## src/rtl/multicycle_control_if.sv

```systemverilog
// Control bundle between the multicycle control FSM (master) and the datapath (slave).
// Carries the IR fields and ALU zero flag in, and every mux select and write enable out.
interface multicycle_control_if;
  logic [5:0] opcode;
  logic [5:0] funct;
  logic       zero;
  logic       pc_we;
  logic [1:0] pc_source;
  logic       iord;
  logic       mem_write;
  logic       ir_write;
  logic       reg_write;
  logic [1:0] reg_dst;
  logic [1:0] wd_src;
  logic       alu_src_a;
  logic [1:0] alu_src_b;
  logic [2:0] alu_op;
  logic       zext_imm;
  logic       halt;

  modport master (
    input  opcode, funct, zero,
    output pc_we, pc_source, iord, mem_write, ir_write, reg_write,
           reg_dst, wd_src, alu_src_a, alu_src_b, alu_op, zext_imm, halt
  );

  modport slave (
    output opcode, funct, zero,
    input  pc_we, pc_source, iord, mem_write, ir_write, reg_write,
           reg_dst, wd_src, alu_src_a, alu_src_b, alu_op, zext_imm, halt
  );
endinterface

```

## src/rtl/multicycle_control.sv

```systemverilog
// Multicycle CPU control FSM: one state per clock, Moore outputs except pc_we in BRANCH.
// ILLEGAL_TRAP_EN: when defined, illegal opcodes halt until reset; otherwise they are a one-cycle NOP.
module multicycle_control #(
  parameter int START_STATE_DELAY = 0
) (
  input logic                  clk,
  input logic                  rst_n,
  multicycle_control_if.master bus
);

  localparam logic [1:0] DLY = 2'(START_STATE_DELAY);

  localparam logic [5:0] OP_RTYPE = 6'h00;
  localparam logic [5:0] OP_J     = 6'h02;
  localparam logic [5:0] OP_JAL   = 6'h03;
  localparam logic [5:0] OP_BNE   = 6'h05;
  localparam logic [5:0] OP_ADDI  = 6'h08;
  localparam logic [5:0] OP_XORI  = 6'h0E;
  localparam logic [5:0] OP_LW    = 6'h23;
  localparam logic [5:0] OP_SW    = 6'h2B;

  localparam logic [5:0] FN_JR    = 6'h08;
  localparam logic [5:0] FN_ADD   = 6'h20;
  localparam logic [5:0] FN_SUB   = 6'h22;
  localparam logic [5:0] FN_SLT   = 6'h2A;

  localparam logic [2:0] ALU_ADD  = 3'd0;
  localparam logic [2:0] ALU_SUB  = 3'd1;
  localparam logic [2:0] ALU_XOR  = 3'd2;
  localparam logic [2:0] ALU_SLT  = 3'd3;

  typedef enum logic [3:0] {
    S_RESET, S_FETCH, S_DECODE, S_MEM_ADDR, S_MEM_READ, S_MEM_WB, S_MEM_WRITE,
    S_EXEC_R, S_RTYPE_WB, S_EXEC_I, S_ITYPE_WB, S_BRANCH, S_JUMP, S_JAL, S_JR, S_ILLEGAL
  } state_e;

  state_e     state_q, state_d;
  logic [1:0] dly_q, dly_d;
  logic       is_load_q, is_load_d;

  always_ff @(posedge clk) begin
    if (!rst_n) begin
      state_q   <= S_RESET;
      dly_q     <= 2'd0;
      is_load_q <= 1'b0;
    end else begin
      state_q   <= state_d;
      dly_q     <= dly_d;
      is_load_q <= is_load_d;
    end
  end

  always_comb begin
    state_d       = state_q;
    dly_d         = dly_q;
    is_load_d     = is_load_q;
    bus.pc_we     = 1'b0;
    bus.pc_source = 2'd0;
    bus.iord      = 1'b0;
    bus.mem_write = 1'b0;
    bus.ir_write  = 1'b0;
    bus.reg_write = 1'b0;
    bus.reg_dst   = 2'd0;
    bus.wd_src    = 2'd0;
    bus.alu_src_a = 1'b0;
    bus.alu_src_b = 2'd0;
    bus.alu_op    = ALU_ADD;
    bus.zext_imm  = 1'b0;
    bus.halt      = 1'b0;

    unique case (state_q)
      S_RESET: begin
        if (dly_q == DLY) begin
          state_d = S_FETCH;
          dly_d   = 2'd0;
        end else begin
          dly_d   = dly_q + 2'd1;
        end
      end
      S_FETCH: begin
        bus.ir_write  = 1'b1;
        bus.alu_src_b = 2'd1;
        bus.pc_we     = 1'b1;
        state_d       = S_DECODE;
      end
      S_DECODE: begin
        // Branch target is computed speculatively here so BRANCH can just select it.
        bus.alu_src_b = 2'd3;
        state_d       = S_ILLEGAL;
        unique case (bus.opcode)
          OP_LW:   begin state_d = S_MEM_ADDR; is_load_d = 1'b1; end
          OP_SW:   begin state_d = S_MEM_ADDR; is_load_d = 1'b0; end
          OP_RTYPE: begin
            if (bus.funct == FN_ADD || bus.funct == FN_SUB || bus.funct == FN_SLT)
              state_d = S_EXEC_R;
            else if (bus.funct == FN_JR)
              state_d = S_JR;
          end
          OP_ADDI, OP_XORI: state_d = S_EXEC_I;
          OP_BNE:  state_d = S_BRANCH;
          OP_J:    state_d = S_JUMP;
          OP_JAL:  state_d = S_JAL;
          default: state_d = S_ILLEGAL;
        endcase
      end
      S_MEM_ADDR: begin
        bus.alu_src_a = 1'b1;
        bus.alu_src_b = 2'd2;
        state_d       = is_load_q ? S_MEM_READ : S_MEM_WRITE;
      end
      S_MEM_READ: begin
        bus.iord = 1'b1;
        state_d  = S_MEM_WB;
      end
      S_MEM_WB: begin
        bus.reg_write = 1'b1;
        bus.wd_src    = 2'd1;
        state_d       = S_FETCH;
      end
      S_MEM_WRITE: begin
        bus.iord      = 1'b1;
        bus.mem_write = 1'b1;
        state_d       = S_FETCH;
      end
      S_EXEC_R: begin
        bus.alu_src_a = 1'b1;
        unique case (bus.funct)
          FN_SUB:  bus.alu_op = ALU_SUB;
          FN_SLT:  bus.alu_op = ALU_SLT;
          default: bus.alu_op = ALU_ADD;
        endcase
        state_d = S_RTYPE_WB;
      end
      S_RTYPE_WB: begin
        bus.reg_write = 1'b1;
        bus.reg_dst   = 2'd1;
        state_d       = S_FETCH;
      end
      S_EXEC_I: begin
        bus.alu_src_a = 1'b1;
        bus.alu_src_b = 2'd2;
        if (bus.opcode == OP_XORI) begin
          bus.alu_op   = ALU_XOR;
          bus.zext_imm = 1'b1;
        end
        state_d = S_ITYPE_WB;
      end
      S_ITYPE_WB: begin
        bus.reg_write = 1'b1;
        state_d       = S_FETCH;
      end
      S_BRANCH: begin
        bus.alu_src_a = 1'b1;
        bus.alu_op    = ALU_SUB;
        bus.pc_source = 2'd1;
        bus.pc_we     = ~bus.zero;
        state_d       = S_FETCH;
      end
      S_JUMP: begin
        bus.pc_source = 2'd3;
        bus.pc_we     = 1'b1;
        state_d       = S_FETCH;
      end
      S_JAL: begin
        bus.pc_source = 2'd3;
        bus.pc_we     = 1'b1;
        bus.reg_write = 1'b1;
        bus.reg_dst   = 2'd2;
        bus.wd_src    = 2'd2;
        state_d       = S_FETCH;
      end
      S_JR: begin
        bus.pc_source = 2'd2;
        bus.pc_we     = 1'b1;
        state_d       = S_FETCH;
      end
      S_ILLEGAL: begin
`ifdef ILLEGAL_TRAP_EN
        bus.halt = 1'b1;
        state_d  = S_ILLEGAL;
`else
        state_d  = S_FETCH;
`endif
      end
      default: state_d = S_RESET;
    endcase
  end

endmodule

```

## src/flat_wrapper.sv

```systemverilog
// flat-port wrapper written by rule: the top's interface ports become plain ports
module multicycle_control_flat 
#(
  parameter int START_STATE_DELAY = 0
)
  (clk, rst_n, bus_opcode, bus_funct, bus_zero, bus_pc_we, bus_pc_source, bus_iord, bus_mem_write, bus_ir_write, bus_reg_write, bus_reg_dst, bus_wd_src, bus_alu_src_a, bus_alu_src_b, bus_alu_op, bus_zext_imm, bus_halt);
  multicycle_control_if bus_i ();
  input logic clk;
  input logic rst_n;
  input wire logic [$bits(bus_i.opcode)-1:0] bus_opcode;
  input wire logic [$bits(bus_i.funct)-1:0] bus_funct;
  input wire logic [$bits(bus_i.zero)-1:0] bus_zero;
  output wire logic [$bits(bus_i.pc_we)-1:0] bus_pc_we;
  output wire logic [$bits(bus_i.pc_source)-1:0] bus_pc_source;
  output wire logic [$bits(bus_i.iord)-1:0] bus_iord;
  output wire logic [$bits(bus_i.mem_write)-1:0] bus_mem_write;
  output wire logic [$bits(bus_i.ir_write)-1:0] bus_ir_write;
  output wire logic [$bits(bus_i.reg_write)-1:0] bus_reg_write;
  output wire logic [$bits(bus_i.reg_dst)-1:0] bus_reg_dst;
  output wire logic [$bits(bus_i.wd_src)-1:0] bus_wd_src;
  output wire logic [$bits(bus_i.alu_src_a)-1:0] bus_alu_src_a;
  output wire logic [$bits(bus_i.alu_src_b)-1:0] bus_alu_src_b;
  output wire logic [$bits(bus_i.alu_op)-1:0] bus_alu_op;
  output wire logic [$bits(bus_i.zext_imm)-1:0] bus_zext_imm;
  output wire logic [$bits(bus_i.halt)-1:0] bus_halt;
  assign bus_i.opcode = bus_opcode;
  assign bus_i.funct = bus_funct;
  assign bus_i.zero = bus_zero;
  assign bus_pc_we = bus_i.pc_we;
  assign bus_pc_source = bus_i.pc_source;
  assign bus_iord = bus_i.iord;
  assign bus_mem_write = bus_i.mem_write;
  assign bus_ir_write = bus_i.ir_write;
  assign bus_reg_write = bus_i.reg_write;
  assign bus_reg_dst = bus_i.reg_dst;
  assign bus_wd_src = bus_i.wd_src;
  assign bus_alu_src_a = bus_i.alu_src_a;
  assign bus_alu_src_b = bus_i.alu_src_b;
  assign bus_alu_op = bus_i.alu_op;
  assign bus_zext_imm = bus_i.zext_imm;
  assign bus_halt = bus_i.halt;
  multicycle_control #(.START_STATE_DELAY(START_STATE_DELAY)) u_core (.clk(clk), .rst_n(rst_n), .bus(bus_i));
endmodule
```

## config.mk

```make
export PLATFORM = sky130hd
export DESIGN_NAME = multicycle_control_flat
export DESIGN_NICKNAME = d
export VERILOG_FILES = /design/src/rtl/multicycle_control_if.sv /design/src/rtl/multicycle_control.sv /design/src/flat_wrapper.sv
export SDC_FILE = /design/constraint.sdc
export NUM_CORES = 1
export LEC_CHECK = 0
export BUFFER_PORTS_ARGS = -buffer_cell sky130_fd_sc_hd__buf_4
export CAP_MARGIN = 20
export CORE_UTILIZATION = 45
export CTS_BUF_LIST = sky130_fd_sc_hd__clkbuf_8
export DETAILED_ROUTE_END_ITERATION = 8
export MAX_ROUTING_LAYER = met4
export PLACE_DENSITY = 0.74
export SYNTH_ARGS = -nofsm -noshare
export SYNTH_HDL_FRONTEND = slang
export SYNTH_SLANG_ARGS = --single-unit
```

## constraint.sdc

```tcl
create_clock -name clk -period 1.7 [get_ports clk]
set_input_delay 0.085 -clock clk [delete_from_list [all_inputs] [get_ports clk]]
set_output_delay 0.085 -clock clk [all_outputs]
set_load 0.01 [all_outputs]
```

; ---- Yosys cells after proc, flatten, opt, wreduce, memory -nomap -nowiden
; Cells that the tools add are included.
[op_classes]
eq_ne = 27
n_addsub = 1
bitwise_logic = 1
reduce_logical = 16
muxes = 23
[op_table]
columns = op, count
row1 = $eq A4 B4 Y1 const B, 8
row2 = $pmux W4 S8, 1
row3 = $eq A6 B6 Y1 const B, 5
row4 = $pmux W4 S6, 1
row5 = $eq A6 B4 Y1 const B, 3
row6 = $eq A4 B3 Y1 const B, 4
row7 = $eq A6 B2 Y1 const B, 2
row8 = $pmux W2 S2, 3
row9 = $pmux W2 S3, 2
row10 = $reduce_or A4 Y1, 3
row11 = $reduce_or A2 Y1, 5
row12 = $pmux W3 S3, 1
row13 = $reduce_or A9 Y1, 1
row14 = $eq A4 B2 Y1 const B, 2
row15 = $mux W1, 8
row16 = $mux W4, 2
row17 = $eq A6 B3 Y1 const B, 1
row18 = $logic_not A6 Y1, 1
row19 = $mux W2, 3
row20 = $eq A4 B1 Y1 const B, 1
row21 = $logic_not A4 Y1, 1
row22 = $pmux W1 S2, 2
row23 = $add A2 B1 Y2 const B, 1
row24 = $logic_not A2 Y1, 1
row25 = other kinds (5), 6
[word_totals]
ff_bits = 7

; ---- Logic depth before layout (Yosys ltp)
[logic_depth]
word_depth = 6
depth_mapped = 6

; ---- Worst setup path after synthesis
; OpenSTA, ideal clock, no wires.
[synth_path]
kind = flip-flop to output port
from = reg u_core.state_q[0]
to = out bus_alu_op[1]
arrival_ns = 1.346
setup_slack_ns = 0.269
path_stages_with_launch = 5
required_time_ns = 1.615
path_buffers = 1
cell_sequence = dfxtp_1 -> clkbuf_1 -> nand2b_1 -> nor4_1 -> o21bai_1
[synth_between]
elab_chain_cells = 2
elab_cells_between_ends = 4
cone_classes = eq/ne (3) / mux (1)
[synth_rtl]
columns = item, line_no
row1 = "start, declared", multicycle_control.sv:37  ; state_e state_q, state_d;
row2 = "start signal, assigned", multicycle_control.sv:47  ; state_q <= state_d;
row3 = $eq A4 B4 Y1 / $eq A4 B3 Y1 (equally long branches), multicycle_control.sv:71  ; unique case (state_q)
row4 = $pmux W3 S3 *, multicycle_control.sv:71
row5 = "end, declared", flat_wrapper.sv:23  ; output wire logic [$bits(bus_i.alu_op)-1:0] bus_alu_op;
; Mark *: on every way between the ends. The rest lies on a longest branch, timed or not.

; ---- Final worst setup path
[layout_path]
from = reg u_core.state_q[1]
to = out bus_alu_op[1]
; Same word-level chain as after synthesis.

==> flow_summary.json <==
{
  "status": "finished, violations left",
  "violations": "DRC",
  "ios": 34,
  "use_met1": 0.303,
  "n_antenna_cell": 0,
  "met3_usage": 0.0250,
  "drv_slew": 0,
  "cts_tree": "yes",
  "grt_max_degree": 18,
  "via_count": 953,
  "die_x_um": 43.7,
  "startpoint": "u_core.state_q[1]",
  "fp.dieH_um": 43.7,
  "dp.final_hpwl_mm": 1.53,
  "cellPowerDensity_mw_per_mm2": 806,
  "nets": 167,
  "cts_sinks": 7,
  "clk_latency_ps": 230,
  "use_met2": 0.385,
  "totalWireLength_mm": 1.98,
  "antenna_found_initial": 0,
  "fin_util": 0.695,
  "synth_edf_count": 0,
  "path_class": "reg2out",
  "min_from": "rst_n",
  "grt_pass1_vias": 818,
  "p_leak_nw": 0.485,
  "end_kind": "output pin",
  "core_mm2": 0.00156,
  "wl_per_cell_um": 12.0,
  "cp_max_fo": 13,
  "track_usage": 0.233,
  "drt-initial-drc-count": 32,
  "ant_nets": 0,
  "via_per_inst": 5.78,
  "ys_ff_latch": 7,
  "route.detailed.drc": 3,
  "syn_avg_cell_area_um2": 6.69,
  "num-fill-cells": 134,
  "syn-cell-area_um2": 783,
  "cts_buffers": 3,
  "setup_viol": 0,
  "fin_crit_ps": 1580,
  "postSynthCellCount": 117,
  "synth_ff_type": "dfxtp_1",
  "reg2reg_from": "u_core.state_q[1]",
  "arrival_ps": 1500,
  "stdcell_count": 165,
  "yosysUniqueCellTypes": 44,
  "power_uw": 873,
  "ir_drop_v": 0.000603,
  "placedCellCount": 161,
  "cts-root-buf": "clkbuf_8",
  "ctsHoldBuffers": 0,
  "fmax_mhz": 632,
  "grt_overflow": 0,
  "final_common_cell": "buf_4",
  "clk_pin_slew_ps": 40,
  "worstMarginPinSlew_ps": 520,
  "clockBufferDepth": 2,
  "slew-limit-headroom": 0.645,
  "finalSetupTns_ps": 0,
  "fin_skew_ps": 2.59,
  "numPortBuffers": 31,
  "crit_required_ps": 1620,
  "gp_congestion": 0.866,
  "dieArea_mm2": 0.00191,
  "rows": 14,
  "hold_class": "in2reg",
  "cp-start-kind": "flop",
  "dr.pass1.iters": 6,
  "area_growth_pct": 38.3,
  "drive_above_1_share": 0.336,
  "design_area_mm2": 0.00108,
  "post-route-period-util": 0.931,
  "htree_num_levels": 1,
  "postCtsSetupBuffers": 0,
  "drv_cap": 0,
  "grt_pass1_wl_mm": 3.37,
  "hold_viol": 0,
  "most-common-layout-cells": "buf_4 (36), nand2_1 (15), nor2_1 (15), a21oi_1 (7), inv_1 (7)",
  "dpl_cell_area_mm2": 0.00103,
  "yosysWarnings": 0,
  "yosysSeqAreaShare": 0.179,
  "async_flop_share": 0,
  "rsz0062_at_grt": "no",
  "initial_core_util": 0.502,
  "grt_busiest_layer": "met2"
}
path summary, 6_finish.rpt:
| check | end | slack [ps] | cells past startpoint |
|---|---|---|---|
| worst max-delay path | bus_alu_op[1] | 120 | 4 |
| worst min-delay path | u_core.dly_q[0] | 140 | 2 |
| worst max register to register | u_core.is_load_q | 260 | 4 |
| worst min register to register | u_core.is_load_q | 500 | 2 |
registers in the layout, indices dropped and copies added, names as in the netlist:
| name | flops |
|---|---|
| u_core.state_q | 4 |
| u_core.dly_q | 2 |
| u_core.is_load_q | 1 |
logic make-up (layout without fill, tap and decap cells):
kind of cell	Yosys count	in the layout	synth area share
AND/OR/NAND/NOR	61	61	0.411
AO/OA/AOI/OAI	28	28	0.241
buffers and inverters	15	46	0.0926
flip-flops	7	7	0.179
multiplexers	3	3	0.0399
adder cells (fa/ha/maj)	2	2	0.0319
other	1	2	0.00479
layout make-up:
class	count	area (µm²)	share of cell area
sequential	7	143	0.132
multi-input combinational	96	583	0.538
timing repair buffer	36	270	0.249
clock inverter	1	3.75	0.00346
tap	16	20.0	0.0185
inverter	6	22.5	0.0208
clock buffer	3	41.3	0.0381
report_power, final:
part           internal [mW]  total [mW]  leakage (nW)  switching [mW]
combinational          0.203       0.397         0.401           0.194
sequential             0.185       0.240        0.0578          0.0551
clock                  0.157       0.235        0.0269          0.0786
total                  0.545       0.873         0.485           0.328
layer usage:
metal	part of all wire	vias to the layer above
met2	0.49	40
li1	-	476
met3	0.078	2
met4	0.0071	0
met1	0.43	435
met5	0	-
repair_timing:
| item | CTS | global route |
|---|---|---|
| endpoints found under the setup margin | 1 | 2 |
| endpoints found under the hold margin | 0 | 0 |
| resized for setup | 1 | 3 |
critical path, cell delays in order, from the launching register on:
cell,delay [ps]
dfxtp_1,410
nand2b_2,270
nor4_2,290
o21bai_1,150
buf_4,130
cells in the mapped netlist (all sizes together), types with 3 or more instances:
master  number  area share
nand2b       4       0.032
nor3         5       0.032
a21oi        7       0.045
clkbuf       5       0.024
or3          3       0.024
o21ai        5       0.032
nor2b        5       0.040
dfxtp        7        0.18
nor2        15       0.072
nand2       15       0.072
inv          6       0.029
buf          4       0.040
per-stage QoR:
step           hold slack, ps  setup slack [ps]
3_3_place_gp              373               203
5_1_grt                   160              12.6
3_5_place_dp              380               165
2_1_floorplan             210               269
6_report                  141               117
4_1_cts                   144              65.4
(Power assumes the default switching activity.)
